## src/rtl/dport_splitter.sv

```systemverilog
// Data-port splitter: routes core requests to ssram (m0) or an MMIO window (m1), returning
// responses in request order via an order FIFO. DPORT_SPLIT_DECERR_EN adds a decode-error responder.
module dport_splitter #(
  parameter logic [31:0] C_M1_BASE         = 32'h8000_0000,
  parameter logic [31:0] C_M1_MASK         = 32'hF000_0000,
  parameter logic [31:0] C_M0_BASE         = 32'h0000_0000,
  parameter logic [31:0] C_M0_MASK         = 32'hF000_0000,
  parameter int          C_MAX_OUTSTANDING = 4
) (
  input  logic        clk_i,
  input  logic        resetb_i,
  input  logic        clk_en_i,
  output logic        treqready_o,
  input  logic        treqvalid_i,
  input  logic        treqdvalid_i,
  input  logic [1:0]  treqsize_i,
  input  logic [31:0] treqaddr_i,
  input  logic [31:0] treqdata_i,
  input  logic        trspready_i,
  output logic        trspvalid_o,
  output logic        trsprerr_o,
  output logic        trspwerr_o,
  output logic [31:0] trspdata_o,
  input  logic        m0reqready_i,
  output logic        m0reqvalid_o,
  output logic        m0reqdvalid_o,
  output logic [1:0]  m0reqsize_o,
  output logic [31:0] m0reqaddr_o,
  output logic [31:0] m0reqdata_o,
  output logic        m0rspready_o,
  input  logic        m0rspvalid_i,
  input  logic        m0rsprerr_i,
  input  logic        m0rspwerr_i,
  input  logic [31:0] m0rspdata_i,
  input  logic        m1reqready_i,
  output logic        m1reqvalid_o,
  output logic        m1reqdvalid_o,
  output logic [1:0]  m1reqsize_o,
  output logic [31:0] m1reqaddr_o,
  output logic [31:0] m1reqdata_o,
  output logic        m1rspready_o,
  input  logic        m1rspvalid_i,
  input  logic        m1rsprerr_i,
  input  logic        m1rspwerr_i,
  input  logic [31:0] m1rspdata_i
);

  localparam int C_PTR_W = $clog2(C_MAX_OUTSTANDING);
  localparam int C_CNT_W = C_PTR_W + 1;
`ifdef DPORT_SPLIT_DECERR_EN
  localparam int C_ENT_W  = 3;
  localparam bit C_DECERR = 1'b1;
`else
  localparam int C_ENT_W  = 2;
  localparam bit C_DECERR = 1'b0;
`endif

  logic               r_run;
  logic [C_PTR_W-1:0] r_wptr;
  logic [C_PTR_W-1:0] r_rptr;
  logic [C_CNT_W-1:0] r_count;
  logic [C_ENT_W-1:0] r_fifo [C_MAX_OUTSTANDING];

  logic               w_en;
  logic               w_full;
  logic               w_empty;
  logic               w_sel1;
  logic               w_sel0;
  logic               w_m0_hit;
  logic               w_decerr;
  logic               w_push;
  logic               w_pop;
  logic [C_ENT_W-1:0] w_push_ent;
  logic [C_ENT_W-1:0] w_head;
  logic               w_head_tgt;
  logic               w_head_dv;
  logic               w_head_err;

  assign w_en    = r_run & clk_en_i;
  assign w_full  = (r_count == C_CNT_W'(C_MAX_OUTSTANDING));
  assign w_empty = (r_count == '0);

  // Without the error path every non-m1 address falls through to m0.
  assign w_sel1   = ((treqaddr_i & C_M1_MASK) == C_M1_BASE);
  assign w_m0_hit = ((treqaddr_i & C_M0_MASK) == C_M0_BASE);
  assign w_decerr = C_DECERR & ~w_sel1 & ~w_m0_hit;
  assign w_sel0   = ~w_sel1 & ~w_decerr;

  assign m0reqvalid_o = w_en & treqvalid_i & w_sel0 & ~w_full;
  assign m1reqvalid_o = w_en & treqvalid_i & w_sel1 & ~w_full;
  assign treqready_o  = w_en & ~w_full &
                        ((w_sel1 & m1reqready_i) | (w_sel0 & m0reqready_i) | w_decerr);

  assign m0reqdvalid_o = treqdvalid_i;
  assign m0reqsize_o   = treqsize_i;
  assign m0reqaddr_o   = treqaddr_i;
  assign m0reqdata_o   = treqdata_i;
  assign m1reqdvalid_o = treqdvalid_i;
  assign m1reqsize_o   = treqsize_i;
  assign m1reqaddr_o   = treqaddr_i;
  assign m1reqdata_o   = treqdata_i;

  assign w_push = treqvalid_i & treqready_o;

  // Entry layout: [0] target id, [1] write flag, [2] decode error (when present).
`ifdef DPORT_SPLIT_DECERR_EN
  assign w_push_ent = {w_decerr, treqdvalid_i, w_sel1};
  assign w_head_err = w_head[2];
`else
  assign w_push_ent = {treqdvalid_i, w_sel1};
  assign w_head_err = 1'b0;
`endif

  assign w_head     = r_fifo[r_rptr];
  assign w_head_tgt = w_head[0];
  assign w_head_dv  = w_head[1];

  always_comb begin
    trspvalid_o  = 1'b0;
    trsprerr_o   = 1'b0;
    trspwerr_o   = 1'b0;
    trspdata_o   = '0;
    m0rspready_o = 1'b0;
    m1rspready_o = 1'b0;
    if (!w_empty) begin
      if (w_head_err) begin
        trspvalid_o = 1'b1;
        trsprerr_o  = ~w_head_dv;
        trspwerr_o  = w_head_dv;
      end else if (w_head_tgt) begin
        trspvalid_o  = m1rspvalid_i;
        trsprerr_o   = m1rsprerr_i;
        trspwerr_o   = m1rspwerr_i;
        trspdata_o   = m1rspdata_i;
        m1rspready_o = trspready_i & w_en;
      end else begin
        trspvalid_o  = m0rspvalid_i;
        trsprerr_o   = m0rsprerr_i;
        trspwerr_o   = m0rspwerr_i;
        trspdata_o   = m0rspdata_i;
        m0rspready_o = trspready_i & w_en;
      end
    end
  end

  assign w_pop = trspvalid_o & trspready_i & w_en;

  always_ff @(posedge clk_i or negedge resetb_i) begin
    if (!resetb_i) begin
      r_run   <= 1'b0;
      r_wptr  <= '0;
      r_rptr  <= '0;
      r_count <= '0;
    end else if (clk_en_i) begin
      r_run <= 1'b1;
      if (w_push) r_wptr <= r_wptr + C_PTR_W'(1);
      if (w_pop)  r_rptr <= r_rptr + C_PTR_W'(1);
      r_count <= r_count + C_CNT_W'(w_push) - C_CNT_W'(w_pop);
    end
  end

  // Entry storage needs no reset: only slots between the pointers are ever read.
  always_ff @(posedge clk_i) begin
    if (w_push) r_fifo[r_wptr] <= w_push_ent;
  end

endmodule
```

## config.mk

```make
export PLATFORM = sky130hd
export DESIGN_NAME = dport_splitter
export DESIGN_NICKNAME = d
export VERILOG_FILES = /design/src/rtl/dport_splitter.sv
export SDC_FILE = /design/constraint.sdc
export NUM_CORES = 1
export LEC_CHECK = 0
export CORE_AREA = 4 4 123 125
export CTS_BUF_LIST = sky130_fd_sc_hd__clkbuf_8 sky130_fd_sc_hd__clkbuf_16
export CTS_CLUSTER_SIZE = 8
export DETAILED_ROUTE_END_ITERATION = 6
export DIE_AREA = 0 0 127 129
export MAX_ROUTING_LAYER = met4
export PLACE_DENSITY_LB_ADDON = 0.2
export REMOVE_ABC_BUFFERS = 1
export SETUP_SLACK_MARGIN = 0.02
export SYNTH_ARGS = -nofsm -noshare
export SYNTH_HDL_FRONTEND = slang
export SYNTH_SLANG_ARGS = --single-unit
```

## constraint.sdc

```tcl
create_clock -name clk_i -period 3.1 [get_ports clk_i]
set_clock_uncertainty 0.1 [all_clocks]
set_input_delay 0.62 -clock clk_i [delete_from_list [all_inputs] [get_ports clk_i]]
set_output_delay 0.62 -clock clk_i [all_outputs]
set_load 0.01 [all_outputs]
```

-- After elaboration in Yosys (flattened, before gate mapping)
Memories as Yosys holds them, arrays and structs flattened.
Index checks and enable logic that the tools add are counted.
- bits in writable memories: 8
- memories kept: 1
- flip-flop bits (word level): 8
- memory list (name ; depth ; bits a word ; read ports ; clocked after Yosys merged registers in ; write ports ; RTL line ; text):
    r_fifo ; 4 ; 2 ; 1 ; 0 ; 1 ; 62 ; logic [C_ENT_W-1:0] r_fifo [C_MAX_OUTSTANDING];
- add/sub/neg operators: 4
- multiplexer cells: 14
- bitwise logic cells: 17
- equality and inequality tests: 2
- reduce and logical (&&, ||, !) cells: 3
- operators with widths (operator ; number):
    32-bit 2-to-1 mux ; 2
    1-bit bitwise AND ; 14
    1-bit 2-to-1 mux ; 12
    2-bit by 1-bit adder with 2-bit output, second input constant ; 2
    4-bit equality test, second input constant ; 1
    2-bit AND reduction ; 2
    3-bit by 1-bit adder with 3-bit output ; 1
    3-bit equality test, second input constant ; 1
    3-bit zero test ; 1
    3-bit by 1-bit subtractor with 3-bit output ; 1
    1-bit inverter ; 2
    1-bit OR ; 1

-- Logic depth before layout (Yosys ltp)
Gate-level depths: netlist of the first run.
- depth after elaboration: 8
- gate-level depth with buffers: 12
- mapped depth without buffers: 11

-- Least setup slack after synthesis of the first run
Ideal clock, no wire load.
- path kind: in2reg
- from: input port treqaddr_i[29]
- to: register r_count[2]
- setup time: 123 ps
- required time: 2877 ps
- arrival time: 2556 ps
- stages: 11
- slack: 321 ps
- cells stage by stage: nor4b_4 > mux2i_1 > nor2_4 > inv_2 > ha_1 > inv_1 > ha_1 > fa_1 > xnor2_1 > nand2_1 > xnor2_1
- cells in the longest elaborated chain, start to end: 8
- elaborated cells between the ends (all ways): 9
- RTL lines (element ; RTL line ; text):
    start, declared ; 17 ; input logic [31:0] treqaddr_i,
    4-bit equality test * ; 84 ; assign w_sel1 = ((treqaddr_i & C_M1_MASK) == C_M1_BASE);
    1-bit inverter ; 87 ; assign w_sel0 = ~w_sel1 & ~w_decerr;
    1-bit bitwise AND ; 92 ; ((w_sel1 & m1reqready_i) | (w_sel0 & m0reqready_i) | w_decerr);
    1-bit OR * ; 92 ;
    1-bit bitwise AND * ; 91 ; assign treqready_o = w_en & ~w_full &
    1-bit bitwise AND * ; 103 ; assign w_push = treqvalid_i & treqready_o;
    3-bit by 1-bit adder with 3-bit output * ; 158 ; r_count <= r_count + C_CNT_W'(w_push) - C_CNT_W'(w_pop);
    3-bit by 1-bit subtractor with 3-bit output * ; 158 ;
    end signal, assigned ; 158 ;
    end, declared ; 61 ; logic [C_CNT_W-1:0] r_count;
Mark *: on every way between the ends. The rest lies on a longest branch, timed or not.
A chain may end at the register's enable or synchronous reset.

-- Worst setup path in the final report of the first run
- from: register r_rptr[1]
- to: output port trspdata_o[17]
- cells in the longest elaborated chain, start to end: 3
- RTL lines (element ; RTL line ; text):
    start, declared ; 60 ; logic [C_PTR_W-1:0] r_rptr;
    start signal, assigned ; 157 ; if (w_pop) r_rptr <= r_rptr + C_PTR_W'(1);
    memory read 4 x 2 bit ; -- ;
    32-bit 2-to-1 mux ; 130 ; end else if (w_head_tgt) begin
    32-bit 2-to-1 mux ; 125 ; if (!w_empty) begin
    end, declared ; 23 ; output logic [31:0] trspdata_o,
No other way between the ends.

==> run summary, run 1 <==
status: completed
IR Drop Worst-Case VDD: 0.0002710 V
Worst Setup Start Kind: flip-flop
n_diodes: 0
busiest layer in global routing: met2
met3 Usage GRT: 0.3159
Power Density: 733.5 mW/mm²
initial antenna violation count: 0
CTS Root Cell: clkbuf_16
Final Cycle Share: 0.9759
Routed WL: 19770 µm
initial core utilization: 0.1640
drt drc: 0
Least-Margin Pin Slew: 0.4564 ns
first-pass GRT wire length: 23890 µm
register area share after synthesis: 0.1407
WP data arrival: 2.31 ns
Vias: 1835
Critical Path Sink Type: output port
I/O pin count: 318
Area growth syn-to-layout: 32.99%
clk_lat worst skew: 0.24 ns
Hold WC Path Type: reg2reg
CTS tree: yes
Worst EP required: 2.38 ns
Hold Violations, Final: 0
DR vias/cell: 3.998
area of the multi-input gates: 905.9 µm²
largest net degree at the start of global routing: 25
Num Clock Sinks: 12
setup_tns: 0 ns
kind of critical path: reg2out
fillers: 1595
Die ar.: 0.01638 mm²
Synth Area per Inst: 8.276 µm²
# H-tree levels: 1
Relative slew margins: 0.6948
mapped cell area: 0.002276 mm²
RSZ-0062 raised after global routing: true
routability cong.: 0.8712
vias in the first global route: 1939
met2 usage: 0.3468
GRT Total Usage: 0.2364
Die Ht: 129 µm
Die Span X: 127 µm
maximum fanout along the worst path: 12
Congestion Overflow GR: 0
register area: 321.6 µm²
Core ar.: 0.01388 mm²
Synth Register Bits: 12
Routed wire per std cell: 43.07 µm
Clock Path Buffers: 2
Worst-path clk slew: 0.05 ns
met1 GRT Util: 0.1732
Routed Antenna Nets: 0
# nets final: 431
share of cells above drive strength 1: 0.1075
Unique masters post-synth: 29
leakage power: 1.362 nW
cell row count: 43
Ys Warns: 0
cts bufs inserted: 3
WHS: 0.4053 ns
IO Port Bufs: 128
drt first pass iters: 4
Final HPWL DP: 18100 µm
Max Slew Vio Count: 0
Max Freq: 0.3305 GHz
Max Cap Violations: 0
fin crit period: 3.025 ns
DRT iter0 DRCs: 55
Gate Count Post-Synth: 275
Final setup viols: 0
## layout make-up
| type | count | share of cell area |
|---|---|---|
| multi-input cells | 113 | 0.2993 |
| well taps | 180 | 0.07441 |
| clock buffers | 4 | 0.02935 |
| inverters | 8 | 0.009921 |
| repair buffers | 142 | 0.4808 |
| flip-flops and latches | 12 | 0.1062 |
## through the flow
stage	instance area, µm²	total power [mW]	setup slack (ns)	std cells	utilization
2_1_floorplan	1212	1.008	-2.016	133	-
3_3_place_gp	2833	1.898	-0.2219	452	0.2041
3_5_place_dp	2833	1.892	-0.2460	452	0.2041
4_1_cts	2925	2.190	0.04640	456	0.2107
5_1_grt	3027	2.409	0.01774	459	0.2180
6_report	3027	2.220	0.07471	459	0.2180
## flip-flops by register name (all words and copies together) (netlist names)
| register | count |
|---|---|
| r_fifo | 4 |
| r_count | 3 |
| r_rptr | 2 |
| r_wptr | 2 |
| r_run | 1 |
## critical path, cell delays in order (launching register included)
cell and delay (ns):
dfrtp_2 0.44, mux2i_4 0.31, mux2i_4 0.11, buf_12 0.15, buf_12 0.15, mux2i_1 0.14, nor2_1 0.11, clkdlybuf4s50_1 0.65
## report_power, final
part	internal, mW	total [mW]	switching [mW]
logic	0.882	1.67	0.784
registers	0.215	0.286	0.0706
clock network	0.195	0.268	0.0729
total	1.29	2.22	0.927
## cells in the mapped netlist
cell type    n  area [µm²]
buf_2        1       5.000
o31ai_1      1       7.510
buf_4      135        1013
nor3_2       1       10.01
o21ai_1      1       5.000
inv_1        6       22.52
mux2i_1     41       410.4
and2_1       4       25.02
buf_6        3       33.78
or3b_1       2       17.52
xor2_1       1       8.760
nor2_1      40       150.1
inv_2        2       7.510
or2_2        1       6.260
nor4b_4      1       23.77
nor2_4       1       11.26
mux2_1       1       11.26
mux2_2       1       11.26
dfrtp_1      8       200.2
fa_1         1       20.02
ha_1         6       75.07
nand2_1      3       11.26
o21ai_0      1       5.000
nor3b_1      1       7.510
edfxtp_1     4       120.1
nand4_1      1       6.260
clkbuf_1     3       11.26
xnor2_1      3       26.28
nor3b_2      1       12.51
## repair_timing
action | in CTS | in global routing
buffers inserted | 0 | 2
cloned | 0 | 1
hold buffers | 0 | 0
hold endpoints to repair | 0 | 0
setup endpoints to repair | 9 | 20
resized for setup | 5 | 15
pin swaps | 0 | 1
## metal layers
metal / part of all wire / wire [µm]
met1: 0.26 / 5159
met2: 0.43 / 8540
met3: 0.29 / 5644
met4: 0.022 / 427
met5: 0 / 0
## logic make-up after synthesis
| logic type | share of synthesized area |
|---|---|
| xor gates and xnor gates | 0.01540 |
| adders and majority gates | 0.04178 |
| AOI/OAI and AO/OA | 0.007694 |
| muxes | 0.1902 |
| buffers and inverters | 0.4805 |
| DFF | 0.1407 |
| and+or+nand+nor | 0.1237 |
## layout by cell type, fill, tap and decap left out, types with 3 or more instances in the layout
cell type        netlist  final
ha_1                   6      6
nand2_1                3      3
inv_1                  6      6
dfrtp_1                8      7
nor2_1                40     40
clkbuf_16              0      4
mux2i_1               41     38
buf_4                135     11
clkdlybuf4s50_1        0    113
edfxtp_1               4      4
mux2i_4                0      3
dlygate4sd2_1          0      3
and2_1                 4      4
xnor2_1                3      3
dlymetal6s2s_1         0     12
## worst paths after layout
| path | startpoint | end | slack, ns | cells past startpoint |
|---|---|---|---|---|
| max | r_rptr[1] | trspdata_o[17] | 0.07 | 7 |
| min | r_run | r_run | 0.41 | 1 |
| max reg2reg | r_rptr[1] | r_count[2] | 0.30 | 12 |
| min reg2reg | r_run | r_run | 0.41 | 1 |
| max in group asynchronous | resetb_i | r_rptr[1] | 1.96 | 1 |
| min in group asynchronous | resetb_i | r_rptr[0] | 0.60 | 1 |
Power figures use the tool's default switching activity.
==> inputs of run 2 (changes only) <==
--- a/config.mk
+++ b/config.mk
@@ -6,7 +6,7 @@
 export NUM_CORES = 1
 export LEC_CHECK = 0
 export CORE_AREA = 4 4 123 125
-export CTS_BUF_LIST = sky130_fd_sc_hd__clkbuf_8 sky130_fd_sc_hd__clkbuf_16
+export CTS_BUF_LIST = sky130_fd_sc_hd__clkbuf_16
 export CTS_CLUSTER_SIZE = 8
 export DETAILED_ROUTE_END_ITERATION = 6
 export DIE_AREA = 0 0 127 129
==> run 2 against run 1 <==
Effect of this change:
- sequential power barely moved
- count of clock-buffer cells in the layout decreased by 1
- global-route usage unchanged
- critical path type unchanged
- power shrank 1.3%
- worst hold slack about the same
- combinational power is essentially flat
- register-to-register slack hardly changed
- routed wire length is essentially flat
- fmax increased by 0.15%
==> run summary, run 2 (same netlist as run 1, synthesis figures left out) <==
Max Cap Violations: 0 (unchanged)
Tot Pwr: 2.192 mW (-1.3%)
DR vias/cell: 3.998 (unchanged)
Largest register FFs: 4 (unchanged)
vias in the first global route: 1939 (unchanged)
placed inst area: 0.002833 mm² (unchanged)
Num Clock Sinks: 12 (unchanged)
Die Ht: 129 µm (unchanged)
Hold WC Path Type: reg2reg
dpl ws: -0.2460 ns (unchanged)
GRT Total Usage: 0.2364 (unchanged)
design area: 0.003017 mm² (-0.33%)
commonest cells after routing, fill and taps aside: clkdlybuf4s50_1 (113), nor2_1 (40), mux2i_1 (38), dlymetal6s2s_1 (12), buf_4 (11)
Area growth syn-to-layout: 32.55%
register area: 321.6 µm² (unchanged)
Routed wire per std cell: 43.05 µm (about the same)
kind of critical path: reg2out
Relative slew margins: 0.6948 (about the same)
CTS Root Cell: clkbuf_16
Hold Violations, Final: 0 (unchanged)
first-pass GRT wire length: 23890 µm (unchanged)
Vias: 1835 (unchanged)
initial antenna violation count: 0 (unchanged)
IR Drop Worst-Case VDD: 0.0002710 V (about the same)
WP data arrival: 2.30 ns (about the same)
Worst Setup Start Kind: flip-flop
area of the multi-input gates: 905.9 µm² (unchanged)
drt first pass iters: 4 (unchanged)
Largest regs: r_fifo x4, r_count x3
RSZ-0062 raised after global routing: false
fillers: 1598 (+0.19%)
Least-Margin Pin Slew: 0.4563 ns (-0.0001036 ns)
PnR worst setup slack: 0.07910 ns (+0.004391 ns)
I/O pin count: 318 (unchanged)
Worst EP required: 2.38 ns (about the same)
routability cong.: 0.8712 (unchanged)
leakage power: 1.356 nW (-0.41%)
cts bufs inserted: 3 (unchanged)
R2R Setup Slk: 0.30 ns (about the same)
Layout Utilization: 0.2173 (-0.0007210)
Die ar.: 0.01638 mm² (unchanged)
most common cell after layout, fill and taps aside: clkdlybuf4s50_1
Final HPWL DP: 18100 µm (unchanged)
Top reg by flops: r_fifo
cell row count: 43 (unchanged)
drt drc: 0 (unchanged)
Max Freq: 0.3310 GHz (+0.15%)
Clock Path Buffers: 2 (unchanged)
Max Slew Vio Count: 0 (unchanged)
IO Port Bufs: 128 (unchanged)
WHS: 0.4053 ns (+0.000005000 ns)
Congestion Overflow GR: 0 (unchanged)
Final Cycle Share: 0.9745 (-0.001417)
Core ar.: 0.01388 mm² (unchanged)
maximum fanout along the worst path: 12 (unchanged)
Hold Buf Count CTS: 0 (unchanged)
fin crit period: 3.021 ns (-0.004391 ns)
CTS tree: yes
# nets final: 431 (unchanged)
largest net degree at the start of global routing: 25 (unchanged)
initial core utilization: 0.1640 (unchanged)
Critical Path Sink Type: output port
Routed Antenna Nets: 0 (unchanged)
Power Density: 726.7 mW/mm² (-0.93%)
clk_lat worst skew: 0.24 ns (about the same)
Worst-path clk slew: 0.05 ns (about the same)
n_diodes: 0 (unchanged)
status: completed
DRT iter0 DRCs: 55 (unchanged)
# H-tree levels: 1 (unchanged)
Die Span X: 127 µm (unchanged)
Routed WL: 19760 µm (about the same)
share of cells above drive strength 1: 0.1039 (-0.003584)
Final setup viols: 0 (unchanged)
[run 2: cell types whose count changed in the layout (fill, tap and decap cells not counted)]
cell / delta
clkbuf_8: -1
clkinv_1: +1
[run 2: layout make-up]
class / instances / area share
flip-flops and latches: 12 / 0.1066
repair buffers: 142 / 0.4824
well taps: 180 / 0.07466
clock buffers: 3 / 0.02489
multi-input cells: 113 / 0.3003
clock inverters: 1 / 0.001244
inverters: 8 / 0.009954
[run 2: timing repair]
action | CTS | global route
pin swaps | 0 | 1
endpoints found under the setup margin | 8 | 20
cloned | 0 | 1
buffers inserted | 0 | 2
hold endpoints to repair | 0 | 0
resized for setup | 5 | 15
[run 2: per-layer routing]
layer  wire (µm)  track usage  up-vias
met5           0            -        -
met4         427      0.05110        0
met3        5644       0.3159       12
met2        8539       0.3468      309
met1        5149       0.1732      766
li1            -            -      748
[run 2: where the power goes]
group / internal (mW) / switching, mW / total (mW)
Sequential: 0.215 / 0.0705 / 0.286
Clock: 0.170 / 0.0703 / 0.240
Combinational: 0.882 / 0.783 / 1.67
Total: 1.27 / 0.924 / 2.19
[run 2: worst paths after layout]
check / from / endpoint / cells past startpoint
max: r_rptr[1] / trspdata_o[17] / 7
min: r_run / r_run / 1
max reg2reg: r_rptr[1] / r_count[2] / 12
min reg2reg: r_run / r_run / 1
max in group asynchronous: resetb_i / r_rptr[1] / 1
min in group asynchronous: resetb_i / r_count[1] / 1
[run 2: worst max-delay path, stage by stage, from the launching register on]
cell and delay, ns:
dfrtp_2 0.44, mux2i_4 0.31, mux2i_4 0.11, buf_12 0.15, buf_12 0.15, mux2i_1 0.14
nor2_1 0.11, clkdlybuf4s50_1 0.65
[run 2: stage by stage]
stage | std cells | TNS, ns
after floorplan | 133 | -56.12
after global placement | 452 | -0.4501
after detailed placement | 452 | -0.5115
after CTS | 456 | 0
after global routing | 459 | 0
final | 459 | 0
